`config.mk`:
```
export PLATFORM = sky130hd
export DESIGN_NAME = wb_arbiter_flat
export DESIGN_NICKNAME = d
export VERILOG_FILES = /design/src/rtl/wb_arbiter_if.sv /design/src/rtl/wb_arbiter.sv /design/src/flat_wrapper.sv
export SDC_FILE = /design/constraint.sdc
export NUM_CORES = 1
export LEC_CHECK = 0
export CORE_AREA = 3 3 169 171
export DETAILED_ROUTE_END_ITERATION = 16
export DIE_AREA = 0 0 172 174
export HOLD_SLACK_MARGIN = 0.12
export PLACE_DENSITY = 0.58
export RECOVER_POWER = 50
export SYNTH_ARGS = -nofsm -noshare
export SYNTH_HDL_FRONTEND = slang
export SYNTH_SLANG_ARGS = --single-unit
```
`constraint.sdc`:
```
create_clock -name CLK -period 5.9 [get_ports CLK]
set_clock_uncertainty 0.1 [all_clocks]
set_input_delay 1.77 -clock CLK [delete_from_list [all_inputs] [get_ports CLK]]
set_output_delay 1.77 -clock CLK [all_outputs]
set_load 0.005 [all_outputs]
```
`src/rtl/wb_arbiter_if.sv`:
```
// Five-unit result request bus plus registered writeback port.
// The slave modport is the arbiter's view; the master modport is the units/regfile side.
interface wb_arbiter_if #(
  parameter int RB = 2,
  parameter int DW = 64
);
  localparam int TW = 5 + RB;

  logic [4:0]      req_valid;
  logic [5*TW-1:0] req_rd0;
  logic [5*DW-1:0] req_res;
  logic [4:0]      req_ready;
  logic            wb_valid;
  logic [TW-1:0]   wb_rd0;
  logic [DW-1:0]   wb_res;
  logic            wb_stall;

  modport slave (
    input  req_valid, req_rd0, req_res, wb_stall,
    output req_ready, wb_valid, wb_rd0, wb_res
  );

  modport master (
    output req_valid, req_rd0, req_res, wb_stall,
    input  req_ready, wb_valid, wb_rd0, wb_res
  );
endinterface

```
`src/rtl/wb_arbiter.sv`:
```
// Round-robin arbiter sharing one writeback port among alu/bru/lsu/csr/mul; grant to wb_valid is 1 cycle.
// wb_stall holds the output register and withholds grants; flush drops the pending writeback.
module wb_arbiter #(
  parameter int RB = 2,
  parameter int DW = 64
) (
  input  logic        CLK,
  input  logic        RSTn,
  input  logic        flush,
  wb_arbiter_if.slave bus
);
  localparam int NU = 5;
  localparam int TW = 5 + RB;

  logic [2:0]    ptr_q, ptr_d;
  logic          wb_valid_q, wb_valid_d;
  logic [TW-1:0] wb_rd0_q, wb_rd0_d;
  logic [DW-1:0] wb_res_q, wb_res_d;

  logic          slot_free;
  logic          gnt_any;
  logic [2:0]    gnt_idx;
  logic [2:0]    cand;
  logic [NU-1:0] gnt_oh;
  logic [TW-1:0] rd_slot  [NU];
  logic [DW-1:0] res_slot [NU];

  // Modulo-5 add; base is always a legal unit index, so one subtraction suffices.
  function automatic logic [2:0] wrap_add(input logic [2:0] base, input logic [2:0] off);
    logic [3:0] s;
    s = {1'b0, base} + {1'b0, off};
    if (s >= 4'd5) s = s - 4'd5;
    return s[2:0];
  endfunction

  assign slot_free = ~wb_valid_q | ~bus.wb_stall;

  always_comb begin
    for (int i = 0; i < NU; i++) begin
      rd_slot[i]  = bus.req_rd0[i*TW +: TW];
      res_slot[i] = bus.req_res[i*DW +: DW];
    end
  end

  // Grant depends only on valids, pointer and output-slot state, never on payload.
  always_comb begin
    gnt_any = 1'b0;
    gnt_idx = '0;
    gnt_oh  = '0;
    cand    = '0;
    if (slot_free && !flush) begin
      for (int k = 0; k < NU; k++) begin
        cand = wrap_add(ptr_q, 3'(k));
        if (!gnt_any && bus.req_valid[cand]) begin
          gnt_any = 1'b1;
          gnt_idx = cand;
        end
      end
    end
    if (gnt_any) gnt_oh[gnt_idx] = 1'b1;
  end

  always_comb begin
    ptr_d      = ptr_q;
    wb_valid_d = wb_valid_q;
    wb_rd0_d   = wb_rd0_q;
    wb_res_d   = wb_res_q;
    if (flush) begin
      wb_valid_d = 1'b0;
    end else if (gnt_any) begin
      wb_valid_d = 1'b1;
      wb_rd0_d   = rd_slot[gnt_idx];
      wb_res_d   = res_slot[gnt_idx];
      ptr_d      = wrap_add(gnt_idx, 3'd1);
    end else if (slot_free) begin
      wb_valid_d = 1'b0;
    end
  end

  always_ff @(posedge CLK or negedge RSTn) begin
    if (!RSTn) begin
      ptr_q      <= '0;
      wb_valid_q <= 1'b0;
      wb_rd0_q   <= '0;
      wb_res_q   <= '0;
    end else begin
      ptr_q      <= ptr_d;
      wb_valid_q <= wb_valid_d;
      wb_rd0_q   <= wb_rd0_d;
      wb_res_q   <= wb_res_d;
    end
  end

  assign bus.req_ready = gnt_oh;
  assign bus.wb_valid  = wb_valid_q;
  assign bus.wb_rd0    = wb_rd0_q;
  assign bus.wb_res    = wb_res_q;

  a_gnt_onehot: assert property (@(posedge CLK) disable iff (!RSTn) $onehot0(gnt_oh));
  a_gnt_in_req: assert property (@(posedge CLK) disable iff (!RSTn) (gnt_oh & ~bus.req_valid) == '0);
  a_ptr_range:  assert property (@(posedge CLK) disable iff (!RSTn) ptr_q < 3'd5);
  a_stall_hold: assert property (@(posedge CLK) disable iff (!RSTn)
                  (wb_valid_q && bus.wb_stall && !flush) |=> (wb_valid_q && $stable(wb_rd0_q) && $stable(wb_res_q)));
endmodule

```
`src/flat_wrapper.sv`:
```
// flat-port wrapper written by rule: the top's interface ports become plain ports
module wb_arbiter_flat 
#(
  parameter int RB = 2,
  parameter int DW = 64
)
  (CLK, RSTn, flush, bus_req_valid, bus_req_rd0, bus_req_res, bus_wb_stall, bus_req_ready, bus_wb_valid, bus_wb_rd0, bus_wb_res);
  wb_arbiter_if #(.RB(RB), .DW(DW)) bus_i ();
  input  logic CLK;
  input  logic RSTn;
  input  logic flush;
  input wire logic [$bits(bus_i.req_valid)-1:0] bus_req_valid;
  input wire logic [$bits(bus_i.req_rd0)-1:0] bus_req_rd0;
  input wire logic [$bits(bus_i.req_res)-1:0] bus_req_res;
  input wire logic [$bits(bus_i.wb_stall)-1:0] bus_wb_stall;
  output wire logic [$bits(bus_i.req_ready)-1:0] bus_req_ready;
  output wire logic [$bits(bus_i.wb_valid)-1:0] bus_wb_valid;
  output wire logic [$bits(bus_i.wb_rd0)-1:0] bus_wb_rd0;
  output wire logic [$bits(bus_i.wb_res)-1:0] bus_wb_res;
  assign bus_i.req_valid = bus_req_valid;
  assign bus_i.req_rd0 = bus_req_rd0;
  assign bus_i.req_res = bus_req_res;
  assign bus_i.wb_stall = bus_wb_stall;
  assign bus_req_ready = bus_i.req_ready;
  assign bus_wb_valid = bus_i.wb_valid;
  assign bus_wb_rd0 = bus_i.wb_rd0;
  assign bus_wb_res = bus_i.wb_res;
  wb_arbiter #(.RB(RB), .DW(DW)) u_core (.CLK(CLK), .RSTn(RSTn), .flush(flush), .bus(bus_i));
endmodule
```
* Yosys cells after proc, flatten, opt, wreduce, memory -nomap -nowiden
Cells that the tools add are included.
** Storage, ports and cells
- Bits in registers :: 75
- Output and inout port bits :: 77
** Cells by class
- Add/subtract/negate cells :: 11
- Magnitude comparators :: 14
- Mux-type cells :: 49
- Bitwise gates (word level) :: 5
- Reduce and logical (&&, ||, !) cells :: 13
** Operators with widths (number)
- 64-bit binary-select mux with 3-bit select :: 1
- 64-bit 2-to-1 mux :: 2
- 3-bit 2-to-1 mux :: 17
- 3-bit by 4-bit < comparator with 1-bit output, second input constant :: 6
- 7-bit binary-select mux with 3-bit select :: 1
- 4-bit by 3-bit greater-or-equal comparator with 1-bit output, second input constant :: 5
- 1-bit 2-to-1 mux :: 19
- 3-bit subtractor, second input constant :: 6
- 1-bit binary-select mux with 3-bit select :: 5
- 7-bit 2-to-1 mux :: 2
- 3-bit by 1-bit adder with 4-bit output, second input constant :: 2
- 3-bit by 2-bit adder with 4-bit output, second input constant :: 2
- 1-bit logical AND :: 6
- 1-bit zero test :: 5
- 5-bit 2-to-1 mux :: 1
- 3-bit by 3-bit adder with 4-bit output, second input constant :: 1
- 4-bit greater-or-equal comparator, second input constant :: 1
- 3-bit inverter with 4-bit output :: 1
- 1-bit demux with 3-bit select :: 1
- 3-bit by 1-bit greater-or-equal comparator with 1-bit output, second input constant :: 1
- 3-bit greater-or-equal comparator, second input constant :: 1
- 1-bit inverter :: 3
- 3-bit nonzero test :: 1
- 2-bit AND reduction :: 1
- 1-bit OR :: 1

* Longest topological paths before layout
Gate-level depths: netlist of the first run.
- Depth in word-level cells :: 29
- Depth in mapped cells :: 22

* Worst setup path after synthesis of the first run
Ideal clock, no wire load.
- Kind :: in2out
- Start :: input port bus_req_valid[0]
- End :: output port bus_req_ready[2]
- Data arrival time :: 4.078 ns
- Required time :: 4.030 ns
- Setup slack :: -0.048 ns
- Stages on the path :: 14
- Path through :: clkbuf_1 -> mux2_2 -> a211oi_1 -> a2111oi_2 -> nor3_2 -> and2_1 -> o31ai_1 -> o211ai_1 -> o311ai_1 -> buf_4 -> buf_12 -> buf_8 -> inv_2 -> nor3_1
** Between the ends
- Cells in the longest elaborated chain, start to end :: 25
- Elaborated cells between the ends (all ways) :: 40
- Those cells by class :: order compare (2); mux (29); reduce/logical (9)
** Ends and longest elaborated chain
- start, declared :: line flat_wrapper.sv:12 : input wire logic [$bits(bus_i.req_valid)-1:0] bus_req_valid;
- 1-bit binary-select mux with 3-bit select :: line wb_arbiter.sv:54 : if (!gnt_any && bus.req_valid[cand]) begin
- 1-bit 2-to-1 mux (implied by the code) :: line wb_arbiter.sv:54
- 1-bit 2-to-1 mux :: line wb_arbiter.sv:54
- 1-bit 2-to-1 mux :: line wb_arbiter.sv:51 : if (slot_free && !flush) begin
- 1-bit zero test :: line wb_arbiter.sv:54
- 1-bit logical AND :: line wb_arbiter.sv:54
- 1-bit 2-to-1 mux :: line wb_arbiter.sv:54
- 1-bit 2-to-1 mux :: line wb_arbiter.sv:51
- [... 9 more ...]
- 1-bit logical AND :: line wb_arbiter.sv:54
- 3-bit 2-to-1 mux :: line wb_arbiter.sv:54
- 3-bit 2-to-1 mux :: line wb_arbiter.sv:51
- 3-bit by 4-bit < comparator with 1-bit output (implied by the code) or 3-bit by 1-bit greater-or-equal comparator with 1-bit output (tied branches) :: line wb_arbiter.sv:60 : if (gnt_any) gnt_oh[gnt_idx] = 1'b1;
- 1-bit logical AND (implied by the code) :: line wb_arbiter.sv:60
- 1-bit 2-to-1 mux (implied by the code) :: line wb_arbiter.sv:60
- 1-bit demux with 3-bit select
- 5-bit 2-to-1 mux (*) :: line wb_arbiter.sv:60
- end, declared :: line flat_wrapper.sv:16 : output wire logic [$bits(bus_i.req_ready)-1:0] bus_req_ready;
Every way passes the cells marked *; elsewhere a longest branch is shown, timed or not. The select of a mux whose other input is x is not followed.

* Worst setup path after layout of the first run
- Start :: input port bus_req_valid[4]
- End :: output port bus_req_ready[2]
Same word-level chain as after synthesis.

==> results of run 1 <==
[cells by family (layout without fill, tap and decap cells)]
logic type	count (synthesis)	in the layout	share of synthesized area, %
muxes	155	155	25.1
other	0	1	0
AOI/OAI and AO/OA	217	217	27.9
DFF	75	75	30.0
adders and majority gates	11	11	2.32
and+or+nand+nor	76	76	6.32
buffers and inverters	71	568	7.82
xor gates and xnor gates	4	4	0.560
[power groups by stage]
stage	clock network [uW]	registers [uW]	logic, uW
final	630	1000	7380
after global routing	669	1040	7970
after CTS	648	1010	7420
after detailed placement	0	1000	7050
after global placement	0	1010	7030
after floorplan	0	1010	4890
[cell type report]
| type | instances | area [sq um] |
|---|---|---|
| fill | 2690 | 15200 |
| timing repair buffer | 540 | 5180 |
| multi-input combinational | 463 | 4020 |
| sequential | 75 | 1880 |
| tap | 341 | 427 |
| clock buffer | 9 | 225 |
| clock inverter | 6 | 90.1 |
| inverter | 13 | 48.8 |
| antenna | 1 | 2.50 |
[timing repair]
| action | 4_1_cts | 5_1_grt |
|---|---|---|
| cloned | 0 | 0 |
| hold buffers | 0 | 0 |
| setup endpoints to repair | 7 | 7 |
| pin swaps | 15 | 12 |
| buffers inserted | 27 | 3 |
| resized for setup | 50 | 23 |
[through the flow]
| stage | hold WS, ns | instance area (sq um) | total power, uW | TNS [ns] |
|---|---|---|---|---|
| finish | 0.418 | 11900 | 9010 | 0 |
| global route | 0.441 | 11900 | 9680 | -0.140 |
| detailed placement | 0.408 | 11300 | 8060 | -6.87 |
| floorplan | 0.416 | 6260 | 5900 | 0 |
| CTS | 0.433 | 11800 | 9070 | -0.0755 |
| global placement | 0.406 | 11300 | 8040 | -5.85 |
[cells in the mapped netlist (4+ instances only)]
library cell	count	area, sq um
o221ai_1	72	631
clkbuf_1	23	86.3
buf_12	10	200
mux2i_1	151	1510
o211ai_1	6	45.0
nand2b_1	7	43.8
nor2_1	18	67.6
clkbuf_4	4	30.0
a211o_1	5	43.8
inv_1	11	41.3
ha_1	10	125
buf_2	15	75.1
dfrtp_1	75	1880
nor3_1	7	35.0
nand3_1	8	40.0
and2_1	4	25.0
a22oi_1	72	541
a211oi_1	6	45.0
buf_4	4	30.0
o21ai_0	10	50.1
a21oi_1	14	70.1
nand2_1	15	56.3
[layer usage]
layer	track usage, %	wire length, microns	vias up
li1	-	-	3452
met1	26.0	12900	3493
met2	38.2	17500	252
met3	4.50	1770	37
met4	5.95	854	0
met5	0	0	-
[final timing paths]
check                                                   from                                 to  slack, ns  cells after the start
setup / recovery                            bus_req_valid[4]                   bus_req_ready[2]       0.09                     14
hold / removal             u_core.bus.wb_res[18]$_DFFE_PN0P_  u_core.bus.wb_res[18]$_DFFE_PN0P_       0.42                      2
setup reg to reg                 u_core.ptr_q[0]$_DFFE_PN0P_        u_core.ptr_q[1]$_DFFE_PN0P_       0.51                     27
hold reg to reg            u_core.bus.wb_res[18]$_DFFE_PN0P_  u_core.bus.wb_res[18]$_DFFE_PN0P_       0.42                      2
max in group asynchronous                               RSTn  u_core.bus.wb_res[35]$_DFFE_PN0P_       1.41                      2
min in group asynchronous                               RSTn  u_core.bus.wb_res[24]$_DFFE_PN0P_       2.19                      1
[worst register-to-register path: stages, from the launching register on]
cell      delay, ns
dfrtp_1        0.38
buf_4          0.19
ha_1           0.28
and3b_1        0.23
o311ai_2       0.32
a21oi_1        0.15
a2111o_1       0.37
buf_4          0.15
a31oi_4        0.25
nand2_2        0.12
o311ai_4       0.38
inv_2          0.08
buf_6          0.12
buf_4          0.12
buf_4          0.12
buf_4          0.12
buf_4          0.12
buf_4          0.12
buf_4          0.12
buf_4          0.12
buf_4          0.12
buf_4          0.12
buf_4          0.12
buf_6          0.12
ha_4           0.16
mux2_4         0.27
o21a_1         0.17
o31a_1         0.27
[sequential cells by signal, indices dropped and copies added (netlist names)]
| signal | cells |
|---|---|
| u_core.bus.wb_rd0 | 7 |
| u_core.ptr_q | 3 |
| u_core.bus.wb_res | 64 |
| u_core.bus.wb_valid | 1 |
==> flow_summary.yaml, run 1 <==
clocking:
  cts_buffers: 9
  cts_tree: "built"
  ctsLongestPathBuffers: 2
  clkLatencyLatePin_ns: 0.34
  root_buffer: "clkbuf_16"
  htree_num_levels: 3
  clkTransAtPathRegs_ns: 0.06
  clock_sinks: 75
synth:
  syn_area_sq_um: 6250
  synth_ff_type: "dfrtp_1"
  synth-edff-count: 0
  ys_ff_latch: 75
  yosysWarnings: 0
  synth_seq_area_share_pct: 30.0
  synthDistinctLibCells: 66
  synthArstFlopShare_pct: 100
  syn_inst: 609
  syn-num-nets: 984
  avgSynthCellArea_sq_um: 10.3
worst_hold_path:
  min_path_type: "flop to flop"
routing:
  drt-initial-drc-count: 335
  dr.pass1.iters: 4
  drt_wl_total_microns: 33100
  drc_errors: 0
  postRouteAntennaNets: 0
  wl_per_cell_microns: 22.8
  num_vias: 7234
  vias_per_cell: 5.00
pwr:
  pwr-share-clk_pct: 7.0
  p_leak_uw: 0.00534
  seqPwrFrac_pct: 11.1
  power_density_nw_per_um2: 759
  internal_power_uw: 4810
  combPwrFrac_pct: 81.9
  vdd_drop_max_uv: 410
  power_switching_uw: 4200
  p_sw_share_pct: 46.6
worst_setup_path:
  path_class: "input port to output pin"
  crit_chain: "clkdlybuf4s15_1 > buf_4 > nand2_1 > o21ai_1 > buf_4 > and3_1 > buf_4 > mux2i_1 > o211ai_1 > o311ai_4 > buf_6 > buf_6 > nor3_2 > buf_2"
  cp_max_fo: 3
  cp_num_buf_inv: 7
  crit_top_cell: "buf_4"
  start_kind: "input port"
  crit_required_ns: 4.03
  critical_path.top_delay_family: "buffers and inverters"
  critical_path_arrival_ns: 3.94
  slowest_stage: "o211ai_1"
  crit_path_end_kind: "output pin"
  cpPeakStageDelay_ns: 0.33
floorplanning:
  fp.coreArea_sq_um: 27000
  dieWidth_microns: 172
  die_y_microns: 174
  fp-row-count: 60
  ioPinCount: 441
  start_util_pct: 23.1
  dieArea_sq_um: 29900
layout:
  final_common_cell: "clkdlybuf4s50_1"
  layout.cells.non_filler: 1448
  final_core_util_pct: 43.9
  layout_common_cells: "clkdlybuf4s50_1, mux2i_1, buf_4"
  fin_nets: 1477
  area_delta_synth_final_pct: 89.8
  drive_above_1_share_pct: 14.3
grt:
  antenna_found_initial: 1
  grt-ovfl-total: 0
  grt_pass1_vias: 7713
  grt_max_degree: 72
  grt_pass1_wl_microns: 48600
  grt_usage_pct: 21.5
place:
  dp_cells: 1404
  io_buffers: 440
  place_ws_ns: -0.789
  hpwl_microns: 26100
  gp_congestion: 0.858
timing:
  worst_slack_ns: 0.0871
  relSlewSlack_pct: -82.4
  slew_viol_final: 45
  finalHoldViolations: 0
  max_freq_mhz: 172
  rsz0062_at_grt: "yes"
  worst_pin_slew_ns: 2.74
  fin_crit_ns: 5.81
  fin_crit_sh_pct: 98.5
  setup_viol_count_final: 0
flow_run:
  drv_cap: 1
status:
  outcome: "complete, but fails checks"
  violations: "capacitance limit, slew limit"
No activity file was read; power rests on OpenSTA's default activity.
==> run 2, diff against run 1 <==
GPL_TIMING_DRIVEN = 0   (was default)
==> flow_summary.yaml, run 2 (synthesis gave the netlist of run 1 again) <==
timing:
  setup_viol_count_final: 3
  fin_crit_ns: 5.95
  worst_slack_ns: -0.0468
  relSlewSlack_pct: -77.4
  rsz0062_at_grt: "yes"
  slew_viol_final: 54
  max_freq_mhz: 168
  worst_pin_slew_ns: 2.66
  finalHoldViolations: 0
  fin_crit_sh_pct: 101
worst_hold_path:
  hold_start: "u_core.bus.wb_rd0[3]$_DFFE_PN0P_"
  min_path_type: "flop to flop"
routing:
  num_vias: 7479
  drt_wl_total_microns: 36100
  drt-initial-drc-count: 379
  postRouteAntennaNets: 0
  wl_per_cell_microns: 24.8
  vias_per_cell: 5.15
  drc_errors: 0
  dr.pass1.iters: 5
place:
  hpwl_microns: 28400
  gp_congestion: 0.866
  placed_cell_area_sq_um: 11100
  io_buffers: 439
  dp_cells: 1390
clocking:
  clkTransAtPathRegs_ns: 0.06
  root_buffer: "clkbuf_16"
  hold_buffers: 0
  clkLatencyLatePin_ns: 0.34
  cts_tree: "built"
  ctsLongestPathBuffers: 2
  cts_buffers: 9
  clock_sinks: 75
  htree_num_levels: 3
worst_setup_path:
  crit_chain: "buf_12 > a21o_1 > a31o_1 > a211oi_2 > o21ai_2 > a31oi_4 > buf_6 > o211ai_1 > o211ai_1 > o311ai_4 > clkbuf_8 > buf_8 > nor3_4 > buf_2"
  r2r_setup_slack_ns: 0.94
  cp_num_buf_inv: 5
  start_kind: "input port"
  critical_path.top_delay_family: "compound AO/OA/AOI/OAI gates"
  reg2reg_from: "u_core.ptr_q[1]$_DFFE_PN0P_"
  critical_path_arrival_ns: 4.08
  crit_top_cell: "o211ai_1"
  slowest_stage: "a211oi_2"
  cpPeakStageDelay_ns: 0.25
  cp_max_fo: 6
  crit_required_ns: 4.03
  crit_path_start: "bus_req_valid[3]"
  path_class: "input port to output pin"
  crit_path_end_kind: "output pin"
floorplanning:
  dieWidth_microns: 172
  start_util_pct: 23.1
  die_y_microns: 174
  ioPinCount: 441
  fp.coreArea_sq_um: 27000
  dieArea_sq_um: 29900
  fp-row-count: 60
grt:
  grt_max_degree: 54
  grt_pass1_wl_microns: 51300
  antenna_found_initial: 2
  grt-ovfl-total: 0
  grt_pass1_vias: 7837
  grt_usage_pct: 23.0
layout:
  drive_above_1_share_pct: 14.8
  area_delta_synth_final_pct: 94.8
  postLayoutCellArea_sq_um: 12200
  final_common_cell: "clkdlybuf4s50_1"
  layout_common_cells: "clkdlybuf4s50_1, mux2i_1, dfrtp_1"
  fin_nets: 1481
  layout.cells.non_filler: 1453
  largest_register_ffs: 64
flow_run:
  drv_cap: 1
pwr:
  p_leak_uw: 0.00534
  power_density_nw_per_um2: 829
  vdd_drop_max_uv: 365
status:
  outcome: "complete, but fails checks"
  violations: "capacitance limit, slew limit, setup timing"
==> run 2: cell type report <==
class,instances,area [sq um]
Timing Repair Buffer,490,4830
Clock inverter,6,66.3
Buffer,54,484
Inverter,13,66.3
Clock buffer,10,229
Sequential cell,75,1880
Fill cell,2649,14800
Antenna cell,1,2.50
Multi-Input combinational cell,463,4200
Tap cell,341,427
==> run 2: repair_timing <==
action | in CTS | in global routing
hold endpoints to repair | 0 | 0
pin swaps | 18 | 20
resized for setup | 106 | 44
setup buffers | 36 | 16
setup endpoints to repair | 5 | 5
==> run 2: path summary, 6_finish.rpt <==
check                                               endpoint  cells past startpoint
max                                         bus_req_ready[2]                     14
min                         u_core.bus.wb_rd0[3]$_DFFE_PN0P_                      2
max reg2reg                      u_core.ptr_q[1]$_DFFE_PN0P_                     21
min reg2reg                 u_core.bus.wb_rd0[3]$_DFFE_PN0P_                      2
max in group asynchronous        u_core.ptr_q[1]$_DFFE_PN0P_                      2
min in group asynchronous  u_core.bus.wb_res[24]$_DFFE_PN0P_                      1
==> run 2: worst reg2reg max path: stages, from the launching register on <==
cell and delay [ns]:
dfrtp_2 0.40, buf_6 0.16, clkinvlp_4 0.09, buf_4 0.16, ha_1 0.20, clkbuf_4 0.20, a21o_4 0.27, a21o_2 0.26
a2111oi_4 0.51, nor3_4 0.10, and2_4 0.17, o31ai_4 0.23, o211ai_1 0.17, o311ai_4 0.12, buf_6 0.19, buf_4 0.12
buf_4 0.39, ha_1 0.24, nand2_1 0.05, mux2_2 0.30, o21a_1 0.18, o31a_1 0.23
==> run 2: power by group <==
group | internal (uW) | switching [uW] | total (uW)
Sequential | 842 | 170 | 1010
Combinational | 4100 | 4410 | 8510
Clock | 329 | 252 | 580
==> run 2: metal layers <==
metal | share of wire [%] | wire length [microns] | track usage (%)
met3 | 6.3 | 2270 | 4.59
met5 | 0.036 | 13 | 0
met2 | 52 | 18800 | 41.1
met1 | 39 | 14100 | 28.3
met4 | 2.4 | 866 | 5.66
==> run 2: metrics by stage <==
stage | setup WS, ns | setup TNS, ns | power [uW] | util [%] | hold WS [ns]
final | -0.0468 | -0.0811 | 10100 | 45.1 | 0.421
after global routing | -0.167 | -0.602 | 10700 | 45.1 | 0.441
after CTS | -0.0673 | -0.0911 | 9800 | 44.3 | 0.429
after detailed placement | -2.00 | -8.19 | 8430 | 41.1 | 0.409
after global placement | -2.00 | -22.47 | 8400 | 41.0 | 0.407
after floorplan | 0.00629 | 0 | 5900 | - | 0.416
